===== config.mk =====
export PLATFORM = sky130hd
export DESIGN_NAME = ps2_host_tx
export DESIGN_NICKNAME = d
export VERILOG_FILES = /design/src/rtl/ps2_host_tx.sv
export SDC_FILE = /design/constraint.sdc
export NUM_CORES = 1
export LEC_CHECK = 0
export ABC_AREA = 0
export CAP_MARGIN = 10
export CORE_UTILIZATION = 25
export CTS_CLUSTER_SIZE = 40
export DETAILED_ROUTE_END_ITERATION = 10
export PLACE_DENSITY_LB_ADDON = 0.3
export SYNTH_ARGS = -nofsm -noshare
export SYNTH_HDL_FRONTEND = slang
export SYNTH_SLANG_ARGS = --single-unit

===== constraint.sdc =====
create_clock -name clock -period 2.1 [get_ports clock]
set_input_delay 0.21 -clock clock [delete_from_list [all_inputs] [get_ports clock]]
set_output_delay 0.21 -clock clock [all_outputs]
set_load 0.02 [all_outputs]

===== src/rtl/ps2_host_tx.sv =====
// ps2_host_tx: PS/2 host-to-device command transmitter driving open-drain lines via pull-low enables.
// Define PS2_TX_RETRY_EN to retry a failed byte once before reporting error.
module ps2_host_tx #(
   parameter int INHIBIT_CYCLES = 6000,
   parameter int TIMEOUT_CYCLES = 1000000
) (
   input  logic       clock,
   input  logic       reset,
   input  logic [7:0] tx_data,
   input  logic       tx_valid,
   output logic       tx_ready,
   output logic       busy,
   input  logic       PS2_CLK_in,
   input  logic       PS2_DAT_in,
   output logic       ps2_clk_oe,
   output logic       ps2_dat_oe,
   output logic       done,
   output logic       error
);
   localparam int MAXC = (TIMEOUT_CYCLES > INHIBIT_CYCLES) ? TIMEOUT_CYCLES : INHIBIT_CYCLES;
   localparam int CW = $clog2(MAXC + 1);
   typedef enum logic [2:0] {IDLE, INHIBIT, START, DATA, PARITY, STOP, ACK, WAIT_IDLE} state_t;
   state_t state_q;
   logic [2:0] clk_sync_q;
   logic [1:0] dat_sync_q;
   logic [7:0] data_q;
   logic par_q;
   logic [3:0] bit_q;
   logic [CW-1:0] cnt_q, cnt_d;
   logic clk_oe_q, dat_oe_q, done_q, error_q;
   logic clk_fall, dat_s, accept, timed, fail, retry;
   // clk_sync_q[1] is the synchronized line, clk_sync_q[2] its previous value
   assign clk_fall = clk_sync_q[2] & ~clk_sync_q[1];
   assign dat_s = dat_sync_q[1];
   assign accept = (state_q == IDLE) & tx_valid;
   assign timed = (state_q != IDLE) & (state_q != INHIBIT);
   assign cnt_d = clk_fall ? '0 : cnt_q + 1'b1;
   assign fail = timed & ((~clk_fall & (cnt_q == CW'(TIMEOUT_CYCLES - 1))) |
                          (clk_fall & (state_q == ACK) & dat_s));
   assign tx_ready = (state_q == IDLE);
   assign busy = ~tx_ready;
   assign ps2_clk_oe = clk_oe_q;
   assign ps2_dat_oe = dat_oe_q;
   assign done = done_q;
   assign error = error_q;
`ifdef PS2_TX_RETRY_EN
   logic retried_q;
   assign retry = ~retried_q;
   always_ff @(posedge clock or posedge reset)
      if (reset) retried_q <= 1'b0;
      else if (accept) retried_q <= 1'b0;
      else if (fail) retried_q <= 1'b1;
`else
   assign retry = 1'b0;
`endif
   always_ff @(posedge clock or posedge reset) begin
      if (reset) begin
         state_q <= IDLE;
         clk_sync_q <= '1;
         dat_sync_q <= '1;
         data_q <= '0;
         par_q <= 1'b0;
         bit_q <= '0;
         cnt_q <= '0;
         clk_oe_q <= 1'b0;
         dat_oe_q <= 1'b0;
         done_q <= 1'b0;
         error_q <= 1'b0;
      end else begin
         clk_sync_q <= {clk_sync_q[1:0], PS2_CLK_in};
         dat_sync_q <= {dat_sync_q[0], PS2_DAT_in};
         done_q <= 1'b0;
         error_q <= 1'b0;
         if (fail && retry) begin
            state_q <= INHIBIT;
            clk_oe_q <= 1'b1;
            dat_oe_q <= 1'b0;
            cnt_q <= '0;
            bit_q <= '0;
         end else if (fail) begin
            state_q <= IDLE;
            clk_oe_q <= 1'b0;
            dat_oe_q <= 1'b0;
            error_q <= 1'b1;
         end else case (state_q)
            IDLE: begin
               clk_oe_q <= 1'b0;
               dat_oe_q <= 1'b0;
               if (accept) begin
                  data_q <= tx_data;
                  par_q <= ~^tx_data;
                  bit_q <= '0;
                  cnt_q <= '0;
                  clk_oe_q <= 1'b1;
                  state_q <= INHIBIT;
               end
            end
            INHIBIT: begin
               if (cnt_q == CW'(INHIBIT_CYCLES - 1)) begin
                  clk_oe_q <= 1'b0;
                  cnt_q <= '0;
                  state_q <= START;
               end else begin
                  cnt_q <= cnt_q + 1'b1;
                  if (cnt_q == CW'(INHIBIT_CYCLES - 2)) dat_oe_q <= 1'b1;
               end
            end
            default: begin
               cnt_q <= cnt_d;
               if (clk_fall) bit_q <= bit_q + 1'b1;
               if (state_q == WAIT_IDLE && clk_sync_q[1] && dat_s) state_q <= IDLE;
               else if (clk_fall) case (state_q)
                  START: begin
                     dat_oe_q <= ~data_q[0];
                     state_q <= DATA;
                  end
                  DATA: begin
                     dat_oe_q <= ~data_q[bit_q[2:0]];
                     if (bit_q == 4'd7) state_q <= PARITY;
                  end
                  PARITY: begin
                     dat_oe_q <= ~par_q;
                     state_q <= STOP;
                  end
                  STOP: begin
                     dat_oe_q <= 1'b0;
                     state_q <= ACK;
                  end
                  ACK: begin
                     done_q <= 1'b1;
                     state_q <= WAIT_IDLE;
                  end
                  default: ;
               endcase
            end
         endcase
      end
   end
endmodule

==> metrics.csv <==
metric;value;unit
Die X;105.0;um
commonest non-fill, non-tap cell in the layout;buf_4;
final non-filler cell area;0.003516;sq mm
FF-to-FF path depth;7;
CTS Buffer Depth;2;
pin count of the biggest net entering global routing;24;
final slew viol count;0;
Final Critical Period;2045;ps
synth-to-layout area growth;32.61;%
outcome;completed;
Slowest-stage cell, CP;dfrtp_1;
Worst EP required;2300;ps
buffer and inverter count on the worst path;2;
Worst-path clk slew;90;ps
Net Count, Synth;277;
Post-Route WL;7071;um
PD cells;1089;mW/mm^2
number of max-cap violations;0;
WP data arrival;2240;ps
chip height;105.0;um
drt first pass iters;4;
iteration-0 DRC count of the detailed router;106;
Setup Viol. Count Final;0;
critical path fanouts, max;3;
post-route ant nets;0;
post-detailed-route wirelength per cell;15.27;um
clock sink total;45;
Internal;2363;uW
Syn Inst Count;261;
Yosys Warn Count;0;
Post-synth ARST share;1.000;
Inserted Diodes;0;
Yosys reg bits;45;
Startpoint Class;register;
Levels on crit path;7;
fmax;489.0;MHz
port bufs;18;
slowest stage delay, CP;420;ps
crit-path cells;nor4_2, nand4_1, or3_4, buf_4, buf_4, a31o_2, o2bb2ai_1;
TritonCTS clock tree;built;
placed cell area;0.003294;sq mm
Final Hold Fails;0;
Sw Pwr;1465;uW
Starting Density;0.2568;
Final Skew;9.951;ps
worst relative slew slack;0.6632;
Vias;2273;
CP Class;register to register;
initial antenna violation count;0;
via count of the first global-routing pass;2356;
total I/O pin count;19;
first-pass GRT wire length;11850;um
commonest cells after routing, fill and taps aside;44 x buf_4, 40 x dfrtp_1, 26 x nand2_1;
drc violations;0;
Avg Synthesized Cell Area;10.16;sq um
crit-path most repeated cell;buf_4;
sequential cell area fraction in the yosys report;0.4271;
total power;3828;uW
Hold Crit Class;input pin to asynchronous set/reset pin;
dpl hpwl;5267;um
Lkg Pwr;0.001492;uW
Post-synth EDFFs;0;
RSZ-0062 raised after global routing;true;
share of cells above drive strength 1;0.3303;
core area;0.01032;sq mm
period utilization;0.9738;
gr usage total;0.1362;
IR drop worst, VDD;0.4946;mV
Slew @ Worst Pin;504.5;ps
Net Sw Frac;0.3827;
clock root buffer;clkbuf_8;
vias per inst;4.909;
H-Tree Depth;2;
cts bufs inserted;5;
GRT overflow;0;
# rows;37;
Clk pwr share;0.185;
NumNets Final;342;
hold-fix buffer count after cts;0;
critical path endpoint category;register;
Top delay family on crit path;simple AND/OR/NAND/NOR gates;
Sequential Power Share;0.315;
Worst-Skew Late Latency;310;ps
synthesized area;0.002651;sq mm
main flop type after synthesis;dfrtp_1;
Yosys cell types;60;
die area;0.01102;sq mm
Placer Congestion;0.8217;
Comb power frac;0.500;
==> synthesized netlist by cell type (2+ instances only) <==
cell type  count  area share
dfrtp_1       40        0.38
nand2_1       27       0.038
nand3_1       20       0.038
o21ai_0       16       0.030
nor2_1        13       0.018
a21oi_1       10       0.019
mux2_2         9       0.038
nor3_1         9       0.017
inv_1          8       0.011
o31ai_1        8       0.023
a22o_1         7       0.023
xnor2_1        7       0.023
and3_1         5       0.012
dfstp_2        5       0.050
buf_2          4      0.0076
nand4_1        4      0.0094
o311ai_1       4       0.013
a2bb2oi_1      3      0.0099
and3_2         3      0.0085
ha_1           3       0.014
or2_2          3      0.0071
a211oi_1       2      0.0057
a21o_1         2      0.0057
a21o_2         2      0.0066
a221o_1        2      0.0076
clkbuf_8       2       0.010
mux4_2         2       0.017
nand2b_1       2      0.0047
nor2_8         2       0.015
nor4_2         2      0.0094
nor4b_1        2      0.0066
o22ai_1        2      0.0047
o2bb2ai_1      2      0.0066
o41ai_1        2      0.0066
xor2_1         2      0.0066
==> path summary, 6_finish.rpt <==
check                               from             to  slack [ps]
hold reg to reg            clk_sync_q[0]  clk_sync_q[1]         360
hold / removal                     reset       bit_q[2]         250
max in group asynchronous          reset     state_q[2]        1350
setup / recovery               cnt_q[15]     state_q[2]          50
min in group clock            PS2_CLK_in  clk_sync_q[0]         300
setup reg to reg               cnt_q[15]     state_q[2]          50
==> metal layers <==
metal	wire length, um	GRT usage
met5	0	0
met1	3372	0.1819
met2	3344	0.2275
met3	269	0.01934
met4	85	0.04125
==> state kept, by name, summed over array words and instances (netlist names), 2 cells and up <==
| signal | flops |
|---|---|
| state_q | 3 |
| cnt_q | 20 |
| data_q | 8 |
| bit_q | 4 |
| dat_sync_q | 2 |
| clk_sync_q | 3 |
==> power by group through the flow <==
stage	clock, uW	combinational (uW)	sequential, uW
2_1_floorplan	0	1190	1230
3_3_place_gp	0	1800	1210
3_5_place_dp	0	1810	1220
4_1_cts	726	1810	1200
5_1_grt	756	2080	1230
6_report	708	1920	1200
==> what timing repair did <==
action                                  in CTS  in global routing
buffers inserted                             0                  2
endpoints found under the setup margin       5                 25
pin swaps                                    0                  7
cloned                                       0                  1
resized for setup                            3                 16
==> per-stage QoR <==
stage	std cells	setup WS (ps)	hold WS, ps	utilization	TNS (ps)
global placement	452	-16.29	345.6	0.3191	-18.76
CTS	460	11.87	265.2	0.3306	0
floorplan	261	10.62	214.5	-	0
finish	463	54.92	245.6	0.3406	0
global route	463	-25.58	305.7	0.3406	-171.9
detailed placement	452	8.349	350.9	0.3191	0
==> kinds of logic (layout without fill, tap and decap cells) <==
kind of cell | after synthesis | count (layout) | share of synthesized area
simple gates | 103 | 104 | 0.2228
compound gates | 71 | 71 | 0.2039
flops | 45 | 45 | 0.4271
buf+inv | 18 | 83 | 0.04342
mux | 12 | 12 | 0.05899
xor+xnor | 9 | 9 | 0.02973
fa+ha+maj | 3 | 3 | 0.01416
==> cell type report <==
cell class / count / area [sq um]
well taps: 136 / 170.2
fillers: 1072 / 6808
clock buffers: 7 / 86.33
repair buffers: 67 / 581.8
clock inverters: 1 / 30.03
inverters: 8 / 30.03
multi-input cells: 199 / 1485
flip-flops and latches: 45 / 1132
Note: power is estimated with default switching activity, not from simulation.
